File: config.mk
export PLATFORM = sky130hd
export DESIGN_NAME = min_frame_tx_flat
export DESIGN_NICKNAME = d
export VERILOG_FILES = /design/src/rtl/min_pkg.sv /design/src/rtl/min_frame_tx_if.sv /design/src/rtl/min_crc32_byte.sv /design/src/rtl/min_frame_tx.sv /design/src/flat_wrapper.sv
export SDC_FILE = /design/constraint.sdc
export NUM_CORES = 1
export LEC_CHECK = 0
export CORE_ASPECT_RATIO = 1.75
export CORE_MARGIN = 5
export CORE_UTILIZATION = 57
export CTS_BUF_LIST = sky130_fd_sc_hd__clkbuf_2 sky130_fd_sc_hd__clkbuf_4 sky130_fd_sc_hd__clkbuf_8
export DETAILED_ROUTE_END_ITERATION = 7
export GPL_TIMING_DRIVEN = 0
export PLACE_DENSITY = 0.79
export SYNTH_ARGS = -nofsm -noshare
export SYNTH_HDL_FRONTEND = slang
export SYNTH_HIERARCHICAL = 1
export SYNTH_SLANG_ARGS = --single-unit
export TNS_END_PERCENT = 5
File: constraint.sdc
create_clock -name i_clk -period 3.8 [get_ports i_clk]
set_input_delay 0.38 -clock i_clk [delete_from_list [all_inputs] [get_ports i_clk]]
set_output_delay 0.38 -clock i_clk [all_outputs]
set_load 0.01 [all_outputs]
File: src/rtl/min_pkg.sv
// MIN framing constants and the transmitter state encoding.
// Latency: none; this file holds definitions only.
// Backpressure: none.
package min_pkg;

    localparam logic [7:0]  SOF_BYTE       = 8'hAA;
    localparam logic [7:0]  EOF_BYTE       = 8'h55;
    localparam logic [7:0]  STUFF_BYTE     = 8'h55;
    localparam logic [31:0] CRC_INIT       = 32'hFFFF_FFFF;
    localparam logic [31:0] CRC_POLY_REFL  = 32'hEDB8_8320;
    localparam logic [7:0]  TRANSPORT_FLAG = 8'h80;

    typedef enum logic [2:0] {
        ST_IDLE,
        ST_SOF,
        ST_HDR,
        ST_PAYLOAD,
        ST_CRC,
        ST_STUFF,
        ST_EOF
    } tx_state_e;

endpackage

File: src/rtl/min_frame_tx_if.sv
// Byte stream leaving the MIN transmitter towards the UART.
// Latency: none; wiring only.
// Backpressure: a byte moves when o_valid and i_ready are both high.
interface min_frame_tx_if;

    logic       o_valid;
    logic       i_ready;
    logic [7:0] o_data;

    modport master (output o_valid, output o_data, input i_ready);
    modport slave  (input o_valid, input o_data, output i_ready);

endinterface

File: src/rtl/min_crc32_byte.sv
// One byte step of the reflected CRC-32 (poly 0xEDB88320).
// Latency: purely combinational.
// Backpressure: none; the caller decides when to commit state_out.
module min_crc32_byte
    import min_pkg::*;
(
    input  logic [31:0] state_in,
    input  logic [7:0]  data_in,
    output logic [31:0] state_out
);

    logic [31:0] c;

    // Fold the byte in, then eight LSB-first shift/xor steps.
    always_comb begin
        c = state_in ^ {24'd0, data_in};
        for (int b = 0; b < 8; b++) begin
            c = c[0] ? ((c >> 1) ^ CRC_POLY_REFL) : (c >> 1);
        end
        state_out = c;
    end

endmodule

File: src/rtl/min_frame_tx.sv
// MIN frame transmitter: SOF, header, payload, CRC32, EOF with 0xAA 0xAA -> 0x55 stuffing.
// Latency: first SOF byte is presented the cycle after i_start is accepted.
// Backpressure: o_data/state/CRC hold while o_valid && !i_ready. Optional macro: MIN_TX_TRANSPORT_EN.
module min_frame_tx
    import min_pkg::*;
#(
    parameter int MAX_PAYLOAD = 16,
    parameter int LEN_WIDTH   = $clog2(MAX_PAYLOAD + 1)
) (
    input  logic                     i_clk,
    input  logic                     i_rst,
    input  logic                     i_start,
    input  logic [7:0]               i_id,
    input  logic [LEN_WIDTH-1:0]     i_len,
    input  logic [MAX_PAYLOAD*8-1:0] i_data,
    output logic                     o_busy,
    output logic                     o_len_err,
    output logic                     o_done,
    min_frame_tx_if.master           tx
);

    localparam int PTOP = MAX_PAYLOAD * 8 - 1;

`ifdef MIN_TX_TRANSPORT_EN
    localparam logic [7:0] HDR_LAST = 8'd2;
`else
    localparam logic [7:0] HDR_LAST = 8'd1;
`endif

    tx_state_e               state_q, state_d;
    tx_state_e               ret_q, ret_d;
    tx_state_e               nxt_state;
    logic [7:0]              idx_q, idx_d, nxt_idx;
    logic [5:0]              id_q, id_d;
    logic [7:0]              len_q, len_d;
    logic [MAX_PAYLOAD*8-1:0] pay_q, pay_d;
    logic [31:0]             crc_q, crc_d, crc_upd;
    logic [1:0]              cnt_q, cnt_d, run;
    logic [7:0]              data_q, data_d;
    logic                    valid_q, valid_d;
    logic                    busy_q, busy_d;
    logic                    done_q, done_d;
    logic                    len_err_q, len_err_d;
    logic                    xfer;
`ifdef MIN_TX_TRANSPORT_EN
    logic [7:0]              seq_q, seq_d;
`endif

    // Only the low six id bits belong in the frame.
    logic unused_id_bits;
    assign unused_id_bits = ^i_id[7:6];

    // CRC advances over the byte currently held in data_q.
    min_crc32_byte u_crc (
        .state_in  (crc_q),
        .data_in   (data_q),
        .state_out (crc_upd)
    );

    // Byte that belongs at a field position; the payload register is shifted
    // so the current payload byte is always in its top byte.
    function automatic logic [7:0] field_byte(input tx_state_e st, input logic [7:0] idx,
                                              input logic [31:0] crc, input logic [7:0] pay_top);
        logic [7:0]  b;
        logic [31:0] fcs;
        b   = 8'h00;
        fcs = ~crc;
        case (st)
            ST_HDR: begin
`ifdef MIN_TX_TRANSPORT_EN
                if (idx == 8'd0)      b = {2'b00, id_q} | TRANSPORT_FLAG;
                else if (idx == 8'd1) b = seq_q;
                else                  b = len_q;
`else
                b = (idx == 8'd0) ? {2'b00, id_q} : len_q;
`endif
            end
            ST_PAYLOAD: b = pay_top;
            ST_CRC: begin
                case (idx[1:0])
                    2'd0:    b = fcs[31:24];
                    2'd1:    b = fcs[23:16];
                    2'd2:    b = fcs[15:8];
                    default: b = fcs[7:0];
                endcase
            end
            ST_EOF:  b = EOF_BYTE;
            default: b = 8'h00;
        endcase
        return b;
    endfunction

    assign xfer = valid_q & tx.i_ready;

    // Next-state and next-byte selection; everything holds unless a byte moves.
    always_comb begin
        state_d   = state_q;
        ret_d     = ret_q;
        idx_d     = idx_q;
        id_d      = id_q;
        len_d     = len_q;
        pay_d     = pay_q;
        crc_d     = crc_q;
        cnt_d     = cnt_q;
        data_d    = data_q;
        valid_d   = valid_q;
        busy_d    = busy_q;
        done_d    = 1'b0;
        len_err_d = 1'b0;
        nxt_state = state_q;
        nxt_idx   = idx_q;
        run       = cnt_q;
`ifdef MIN_TX_TRANSPORT_EN
        seq_d     = seq_q;
`endif
        case (state_q)
            ST_IDLE: begin
                if (i_start) begin
                    state_d = ST_SOF;
                    idx_d   = 8'd0;
                    id_d    = i_id[5:0];
                    pay_d   = i_data;
                    crc_d   = CRC_INIT;
                    cnt_d   = 2'd0;
                    data_d  = SOF_BYTE;
                    valid_d = 1'b1;
                    busy_d  = 1'b1;
                    if (int'(i_len) > MAX_PAYLOAD) begin
                        len_d     = 8'(MAX_PAYLOAD);
                        len_err_d = 1'b1;
                    end else begin
                        len_d = 8'(i_len);
                    end
                end
            end
            ST_SOF: begin
                if (xfer) begin
                    if (idx_q == 8'd2) begin
                        state_d = ST_HDR;
                        idx_d   = 8'd0;
                        cnt_d   = 2'd0;
                        data_d  = field_byte(ST_HDR, 8'd0, crc_q, pay_q[PTOP -: 8]);
                    end else begin
                        idx_d = idx_q + 8'd1;
                    end
                end
            end
            ST_HDR, ST_PAYLOAD, ST_CRC: begin
                if (xfer) begin
                    if (state_q != ST_CRC) crc_d = crc_upd;
                    if (state_q == ST_PAYLOAD) pay_d = pay_q << 8;
                    nxt_state = state_q;
                    nxt_idx   = idx_q + 8'd1;
                    case (state_q)
                        ST_HDR: begin
                            if (idx_q == HDR_LAST) begin
                                nxt_idx   = 8'd0;
                                nxt_state = (len_q == 8'd0) ? ST_CRC : ST_PAYLOAD;
                            end
                        end
                        ST_PAYLOAD: begin
                            if (idx_q == len_q - 8'd1) begin
                                nxt_idx   = 8'd0;
                                nxt_state = ST_CRC;
                            end
                        end
                        default: begin
                            if (idx_q == 8'd3) begin
                                nxt_idx   = 8'd0;
                                nxt_state = ST_EOF;
                            end
                        end
                    endcase
                    run   = (data_q == SOF_BYTE) ? cnt_q + 2'd1 : 2'd0;
                    idx_d = nxt_idx;
                    if (run == 2'd2) begin
                        // Two 0xAA in a row inside the frame body: break the run.
                        state_d = ST_STUFF;
                        ret_d   = nxt_state;
                        cnt_d   = 2'd0;
                        data_d  = STUFF_BYTE;
                    end else begin
                        state_d = nxt_state;
                        cnt_d   = run;
                        data_d  = field_byte(nxt_state, nxt_idx, crc_d, pay_d[PTOP -: 8]);
                    end
                end
            end
            ST_STUFF: begin
                if (xfer) begin
                    state_d = ret_q;
                    data_d  = field_byte(ret_q, idx_q, crc_q, pay_q[PTOP -: 8]);
                end
            end
            ST_EOF: begin
                if (xfer) begin
                    state_d = ST_IDLE;
                    idx_d   = 8'd0;
                    data_d  = 8'h00;
                    valid_d = 1'b0;
                    busy_d  = 1'b0;
                    done_d  = 1'b1;
`ifdef MIN_TX_TRANSPORT_EN
                    seq_d   = seq_q + 8'd1;
`endif
                end
            end
            default: state_d = ST_IDLE;
        endcase
    end

    // State and output registers; synchronous reset abandons any frame.
    always_ff @(posedge i_clk) begin
        if (i_rst) begin
            state_q   <= ST_IDLE;
            ret_q     <= ST_IDLE;
            idx_q     <= 8'd0;
            id_q      <= 6'd0;
            len_q     <= 8'd0;
            pay_q     <= '0;
            crc_q     <= CRC_INIT;
            cnt_q     <= 2'd0;
            data_q    <= 8'h00;
            valid_q   <= 1'b0;
            busy_q    <= 1'b0;
            done_q    <= 1'b0;
            len_err_q <= 1'b0;
`ifdef MIN_TX_TRANSPORT_EN
            seq_q     <= 8'd0;
`endif
        end else begin
            state_q   <= state_d;
            ret_q     <= ret_d;
            idx_q     <= idx_d;
            id_q      <= id_d;
            len_q     <= len_d;
            pay_q     <= pay_d;
            crc_q     <= crc_d;
            cnt_q     <= cnt_d;
            data_q    <= data_d;
            valid_q   <= valid_d;
            busy_q    <= busy_d;
            done_q    <= done_d;
            len_err_q <= len_err_d;
`ifdef MIN_TX_TRANSPORT_EN
            seq_q     <= seq_d;
`endif
        end
    end

    assign o_busy     = busy_q;
    assign o_len_err  = len_err_q;
    assign o_done     = done_q;
    assign tx.o_valid = valid_q;
    assign tx.o_data  = data_q;

endmodule

File: src/flat_wrapper.sv
// flat-port wrapper written by rule: the top's interface ports become plain ports
module min_frame_tx_flat import min_pkg::*;
#(
    parameter int MAX_PAYLOAD = 16,
    parameter int LEN_WIDTH   = $clog2(MAX_PAYLOAD + 1)
)
  (i_clk, i_rst, i_start, i_id, i_len, i_data, o_busy, o_len_err, o_done, tx_o_valid, tx_o_data, tx_i_ready);
  min_frame_tx_if tx_i ();
  input  logic i_clk;
  input  logic i_rst;
  input  logic i_start;
  input  logic [7:0] i_id;
  input  logic [LEN_WIDTH-1:0] i_len;
  input  logic [MAX_PAYLOAD*8-1:0] i_data;
  output logic o_busy;
  output logic o_len_err;
  output logic o_done;
  output wire logic [$bits(tx_i.o_valid)-1:0] tx_o_valid;
  output wire logic [$bits(tx_i.o_data)-1:0] tx_o_data;
  input wire logic [$bits(tx_i.i_ready)-1:0] tx_i_ready;
  assign tx_o_valid = tx_i.o_valid;
  assign tx_o_data = tx_i.o_data;
  assign tx_i.i_ready = tx_i_ready;
  min_frame_tx #(.MAX_PAYLOAD(MAX_PAYLOAD), .LEN_WIDTH(LEN_WIDTH)) u_core (.i_clk(i_clk), .i_rst(i_rst), .i_start(i_start), .i_id(i_id), .i_len(i_len), .i_data(i_data), .o_busy(o_busy), .o_len_err(o_len_err), .o_done(o_done), .tx(tx_i));
endmodule
* Word level (Yosys, flattened, before mapping)
Index checks and enable logic that the tools add are counted.
** Storage, ports and cells
- Bits in registers :: 201
- Input bits :: 145
** Cells by class
- Reductions and logical operators :: 23
- $lt $le $gt $ge :: 1
- Muxes and demuxes :: 71
- Equal/unequal tests :: 32
- $add $sub $neg :: 3
- Bitwise gates (word level) :: 15
** Operators with widths (count)
- 32-bit 2-to-1 mux :: 13
- 128-bit 2-to-1 mux :: 3
- 128-bit case mux with 2 select lines :: 1
- 8-bit 2-to-1 mux :: 18
- 13-bit NOT with 14-bit output :: 8
- 8-bit case mux with 4 select lines :: 3
- 32-bit NOT :: 2
- 32-bit case mux with 2 select lines :: 1
- 8-bit case mux with 3 select lines :: 2
- 8-bit case mux with 5 select lines :: 1
- 3-bit 2-to-1 mux :: 13
- 32-bit by 8-bit XOR with 32-bit output :: 1
- 8-bit logical NOT :: 3
- 3-bit == test (second input constant) :: 7
- 3-bit by 2-bit == test with 1-bit output (second input constant) :: 6
- 8-bit by 2-bit == test with 1-bit output (second input constant) :: 2
- 8-bit case mux with 2 select lines :: 1
- 3-bit case mux with 5 select lines :: 1
- 2-bit 2-to-1 mux :: 6
- 2-bit by 1-bit inequality test with 1-bit output (second input constant) :: 6
- 5-bit AND reduction :: 2
- 3-bit AND reduction :: 3
- 8-bit by 1-bit adder with 8-bit output (second input constant) :: 1
- 8-bit by 1-bit == test with 1-bit output (second input constant) :: 1
- 29 further kinds :: 40

* Depth between registers and ports, before layout
- Word-level depth :: 26
- Gate-level depth with buffers :: 11

* By module
The synthesis kept the hierarchy.
** Modules (own cells, without submodules)
- min_frame_tx :: area each 10117.2 um2, cells an instance 1259, instances 1
- min_crc32_byte :: area each 789.5 um2, cells an instance 71, instances 1

* Least setup slack after synthesis
Ideal clock, no wire load.
- Path kind :: flip-flop to flip-flop
- Start point :: register u_core.idx_q[0]
- End point :: register u_core.data_q[6], in the netlist u_core/tx.o_data[6]
- Path buffers :: 3
- Cell stages (with the launch flop) :: 11
- Arrival time :: 3026 ps
- Setup time :: 87 ps
- Path slack :: 687 ps
- Required time :: 3713 ps
- Cell sequence :: dfxtp_1 -> clkbuf_1 -> inv_1 -> clkbuf_1 -> ha_1 -> buf_1 -> mux4_2 -> a21oi_1 -> o22ai_1 -> or4_2 -> o31ai_1
** Between the ends
- Cells in the longest elaborated chain, start to end :: 11
- Elaborated cells on any way between the ends :: 41
** RTL lines
- from (decl) :: line min_frame_tx.sv:33 : logic [7:0] idx_q, idx_d, nxt_idx;
- from (signal assigned) :: line min_frame_tx.sv:234 : idx_q <= idx_d;
- 8-bit by 1-bit adder with 8-bit output, or another cell as far along :: line min_frame_tx.sv:153 : nxt_idx = idx_q + 8'd1;
- 8-bit 2-to-1 mux, on equally long branches :: line min_frame_tx.sv:168, min_frame_tx.sv:156, min_frame_tx.sv:162
- 8-bit case mux with 2 select lines :: line min_frame_tx.sv:154 : case (state_q)
- 8-bit 2-to-1 mux :: line min_frame_tx.sv:149 : if (xfer) begin
- 8-bit 2-to-1 mux :: line min_frame_tx.sv:116 : case (state_q)
- 2-bit == test, or another cell as far along :: line min_frame_tx.sv:80 : case (idx[1:0])
- 8-bit case mux with 3 select lines or 8-bit 2-to-1 mux (tied branches) :: line min_frame_tx.sv:80, min_frame_tx.sv:75
- 8-bit case mux with 4 select lines :: line min_frame_tx.sv:68 : case (st)
- 8-bit 2-to-1 mux :: line min_frame_tx.sv:176 : if (run == 2'd2) begin
- 8-bit 2-to-1 mux :: line min_frame_tx.sv:149
- 8-bit case mux with 5 select lines :: line min_frame_tx.sv:116
- to (signal assigned) :: line min_frame_tx.sv:240 : data_q <= data_d;
- to (decl) :: line min_frame_tx.sv:39 : logic [7:0] data_q, data_d;
Several ways; a longest one is shown, not always the timed one. The select of a mux whose other input is x is not followed.
A chain may end at the register's enable or synchronous reset.

* Worst setup path in the final report
- Start point :: register u_core.crc_q[3]
- End point :: register u_core.data_q[7], in the netlist u_core/tx.o_data[7]
** Between the ends
- Cells in the longest elaborated chain, start to end :: 21
** RTL lines
- from (decl) :: line min_frame_tx.sv:37 : logic [31:0] crc_q, crc_d, crc_upd;
- from (signal assigned) :: line min_frame_tx.sv:238 : crc_q <= crc_d;
- 32-bit by 8-bit XOR with 32-bit output * :: line min_crc32_byte.sv:16 : c = state_in ^ {24'd0, data_in};
- 32-bit 2-to-1 mux * (4 in series) :: line min_crc32_byte.sv:18 : c = c[0] ? ((c >> 1) ^ CRC_POLY_REFL) : (c >> 1);
- 13-bit NOT with 14-bit output (no line)
- 32-bit 2-to-1 mux * (2 in series) :: line min_crc32_byte.sv:18
- 13-bit NOT with 14-bit output (no line)
- 32-bit 2-to-1 mux * :: line min_crc32_byte.sv:18
- 13-bit NOT with 14-bit output (no line)
- 32-bit 2-to-1 mux * :: line min_crc32_byte.sv:18
- via u_core.crc_upd[23] :: line min_frame_tx.sv:37
- [1 not listed]
- 32-bit 2-to-1 mux * :: line min_frame_tx.sv:149
- 32-bit 2-to-1 mux * :: line min_frame_tx.sv:116
- 32-bit NOT * :: line min_frame_tx.sv:67 : fcs = ~crc;
- 8-bit case mux with 3 select lines * :: line min_frame_tx.sv:80
- 8-bit case mux with 4 select lines * :: line min_frame_tx.sv:68
- 8-bit 2-to-1 mux * :: line min_frame_tx.sv:176
- 8-bit 2-to-1 mux * :: line min_frame_tx.sv:149
- 8-bit case mux with 5 select lines * :: line min_frame_tx.sv:116
Mark *: on every way through the listed nets, which the timed path passes. The rest lies on a longest branch. The select of a mux whose other input is x is not followed.

==> flow_metrics.env <==
export IMPL_cp_slowest_cell="xnor2_1"
export IMPL_antenna_found_initial=1
export IMPL_tightest_slew_ns=1.39
export IMPL_worstHoldStart="i_id[3]"
export IMPL_slew_headroom_pct=7.27
export IMPL_area_growth_pct=20.4
export IMPL_synth_edf_count=0
export IMPL_first_pass_iters=5
export IMPL_crit_path_start_kind="flop"
export IMPL_maxCapViolCount=0
export IMPL_critPathMaxFanout=6
export IMPL_total_power_mw=9.28
export IMPL_htree_num_levels=4
export IMPL_yosysTopAreaCell="dfxtp_1"
export IMPL_fp_dieH_um=193
export IMPL_drive_gt1_share_pct=6.06
export IMPL_hold_class="in -> reg"
export IMPL_powerDensity_nw_per_um2=707
export IMPL_die_w_um=115
export IMPL_layout_nets=1654
export IMPL_n_antenna_cell=0
export IMPL_cts_tree="built"
export IMPL_place_ws_ns=-0.384
export IMPL_required_ns=4.19
export IMPL_r2r_cells=9
export IMPL_track_usage_pct=37.1
export IMPL_critPathTopFamily="XOR/XNOR gates"
export IMPL_worstSetupPathType="reg -> reg"
export IMPL_synth_area_um2=10900
export IMPL_ant_nets=0
export IMPL_syn_nets=1480
export IMPL_root_buffer="clkbuf_8"
export IMPL_row_count=67
export IMPL_first_iter_violations=764
export IMPL_arrival_ns=4.17
export IMPL_vias_per_cell=6.46
export IMPL_hold_viol=0
export IMPL_start_util_pct=57.3
export IMPL_final_period_utilization_pct=99.6
export IMPL_ys_flop_type="dfxtp_1"
export IMPL_path_clk_slew_ns=0.10
export IMPL_setup_viol=0
export IMPL_yosys_area_top_type_share_pct=36.3
export IMPL_clock_skew_ns=0.0119
export IMPL_worst_slack_ns=0.0154
export IMPL_critPathBufInv=0
export IMPL_fin_crit_ns=3.78
export IMPL_hpwl_um=32000
export IMPL_r2r_start="u_core/crc_q[3]$_SDFFE_PP1P_"
export IMPL_syn_avg_cell_area_um2=8.20
export IMPL_max_stage_delay_ns=0.68
export IMPL_dieArea_um2=22100
export IMPL_fmax_ghz=0.264
export IMPL_grt_first_pass_wirelength_um=62200
export IMPL_cts_made_buffers=17
export IMPL_status="complete, no violations"
export IMPL_grt_pass1_vias=11400
export IMPL_min_to="u_core/id_q[3]$_SDFFE_PP0P_"
export IMPL_grt_max_degree=18
export IMPL_coreArea_um2=19000
export IMPL_rsz0062_at_grt="yes"
export IMPL_cts_hold_buf=0
export IMPL_cpMostUsedCell="xnor2_1"
export IMPL_synthArstFlopShare_pct=0
export IMPL_routabilityCongestion=1.07
export IMPL_peakVddDrop_mv=0.575
export IMPL_synth_seq_cells=198
export IMPL_place_area_um2=12700
export IMPL_portBuffers=154
export IMPL_crit_chain="xnor2_2 -> xnor2_1 -> xnor2_1 -> xnor2_1 -> mux4_2 -> a21oi_1 -> nor2_1 -> or4_4 -> a221oi_2"
export IMPL_gr_total_overflow=0
export IMPL_final_cell_mix="dfxtp_1, nor2_1, clkdlybuf4s50_1, nor3_1, a221oi_1"
export IMPL_clock_sinks=198
export IMPL_wl_per_cell_um=23.2
export IMPL_clock_path_buffers=2
export IMPL_routed_via_count=11400
export IMPL_end_kind="flop"
export IMPL_synth_warnings=6
export IMPL_layout_commonest_cell="dfxtp_1"
export IMPL_postSynthCellCount=1330
export IMPL_clk_latency_ns=0.48
export IMPL_place_inst=1725
export IMPL_synth_seq_area_share_pct=36.3
export IMPL_final_cells=1758
export IMPL_holdPathStages=3
export IMPL_yosysUniqueCellTypes=82
export IMPL_drc=0
export IMPL_worstReg2RegEnd="u_core/tx.o_data[7]$_SDFFE_PP0P_"
export IMPL_pin_count=157
export IMPL_p_leak_nw=4.61
export IMPL_final_area_um2=13100
export IMPL_synthTopCellsByArea="dfxtp_1, a221oi_1, nor3_1, nor2_1, xnor2_1"
export IMPL_wl_um=40700
export IMPL_slew_viol_final=0
export IMPL_rrSetupSlack_ns=0.02
==> worst max-delay path by stage <==
stage / start / endpoint / depth (start not counted)
final: u_core/crc_q[3]$_SDFFE_PP1P_ / u_core/tx.o_data[7]$_SDFFE_PP0P_ / 9
after detailed placement: u_core/idx_q[0]$_SDFFE_PP0P_ / u_core/tx.o_data[6]$_SDFFE_PP0P_ / 10
after floorplan: u_core/idx_q[0]$_SDFFE_PP0P_ / u_core/tx.o_data[6]$_SDFFE_PP0P_ / 10
after global routing: u_core/len_q[0]$_SDFFE_PP0P_ / u_core/tx.o_data[7]$_SDFFE_PP0P_ / 11
after CTS: u_core/idx_q[0]$_SDFFE_PP0P_ / u_core/tx.o_data[4]$_SDFFE_PP0P_ / 11
after global placement: u_core/idx_q[0]$_SDFFE_PP0P_ / u_core/tx.o_data[4]$_SDFFE_PP0P_ / 11
==> synth_stat cells, drive strengths merged (12+ instances only) <==
library cell	instances
nand2b	22
nor3	153
dfxtp	198
nor2	186
or3	14
nand2	101
o21ai	18
o21bai	28
a221oi	120
a21oi	67
xor2	20
xnor2	56
inv	12
o22ai	21
nand3	22
clkbuf	111
==> worst register-to-register path, stage by stage (launching register included) <==
cell and delay (ns):
dfxtp_1 0.40, xnor2_2 0.54, xnor2_1 0.35, xnor2_1 0.68, xnor2_1 0.20, mux4_2 0.48
a21oi_1 0.22, nor2_1 0.07, or4_4 0.50, a221oi_2 0.25
==> report_power, final <==
group          internal [mW]  switching (mW)  leakage [nW]
sequential              2.59           0.431          1.63
clock                  0.483           0.779         0.174
combinational           1.91            3.09          2.80
==> metrics by stage <==
step / TNS [ns] / hold WS (ns) / utilization (%)
3_3_place_gp: -1.46 / 0.440 / 67.0
2_1_floorplan: 0 / 0.432 / -
5_1_grt: -0.0230 / 0.431 / 69.0
4_1_cts: 0 / 0.414 / 69.0
3_5_place_dp: -1.82 / 0.449 / 67.0
6_report: 0 / 0.439 / 69.0
==> flip-flops by register name (all words and copies together) (netlist names) <==
signal,cells
u_core/id_q,6
u_core/idx_q,8
u_core/o_len_err,1
u_core/cnt_q,2
u_core/ret_q,3
u_core/tx.o_data,8
u_core/o_done,1
u_core/pay_q,128
u_core/state_q,3
u_core/len_q,5
u_core/crc_q,32
u_core/o_busy,1
==> kinds of logic (layout without fill, tap and decap cells) <==
family                     Yosys count  after routing  synth area share (%)
xor gates and xnor gates            78             78                  7.80
AOI/OAI and AO/OA                  340            340                  23.3
and+or+nand+nor                    557            557                  24.2
DFF                                198            198                  36.3
muxes                               19             19                  2.66
adders and majority gates            5              5                 0.574
buffers and inverters              133            320                  5.10
==> routing by layer <==
metal	up-vias	global-route usage (%)	wire [um]
met5	-	0	0
met4	0	33.7	4180
met3	234	9.09	2640
met2	573	67.2	21100
met1	5285	33.1	12800
li1	5270	-	-
==> area by class of cell <==
cell class	instances	area, um2
Clock buffer	19	255
Tap cell	241	302
Multi-Input combinational cell	999	6400
Timing Repair Buffer	155	1550
Fill cell	1662	5900
Inverter	13	48.8
Buffer	120	510
Clock inverter	13	101
Sequential cell	198	3960
==> timing repair <==
action                                  in CTS  in global routing
resized for setup                            3                  3
pin swaps                                    1                  0
setup buffers                                1                  0
cloned                                       0                  0
endpoints found under the setup margin       8                  3
(Power assumes the default switching activity.)
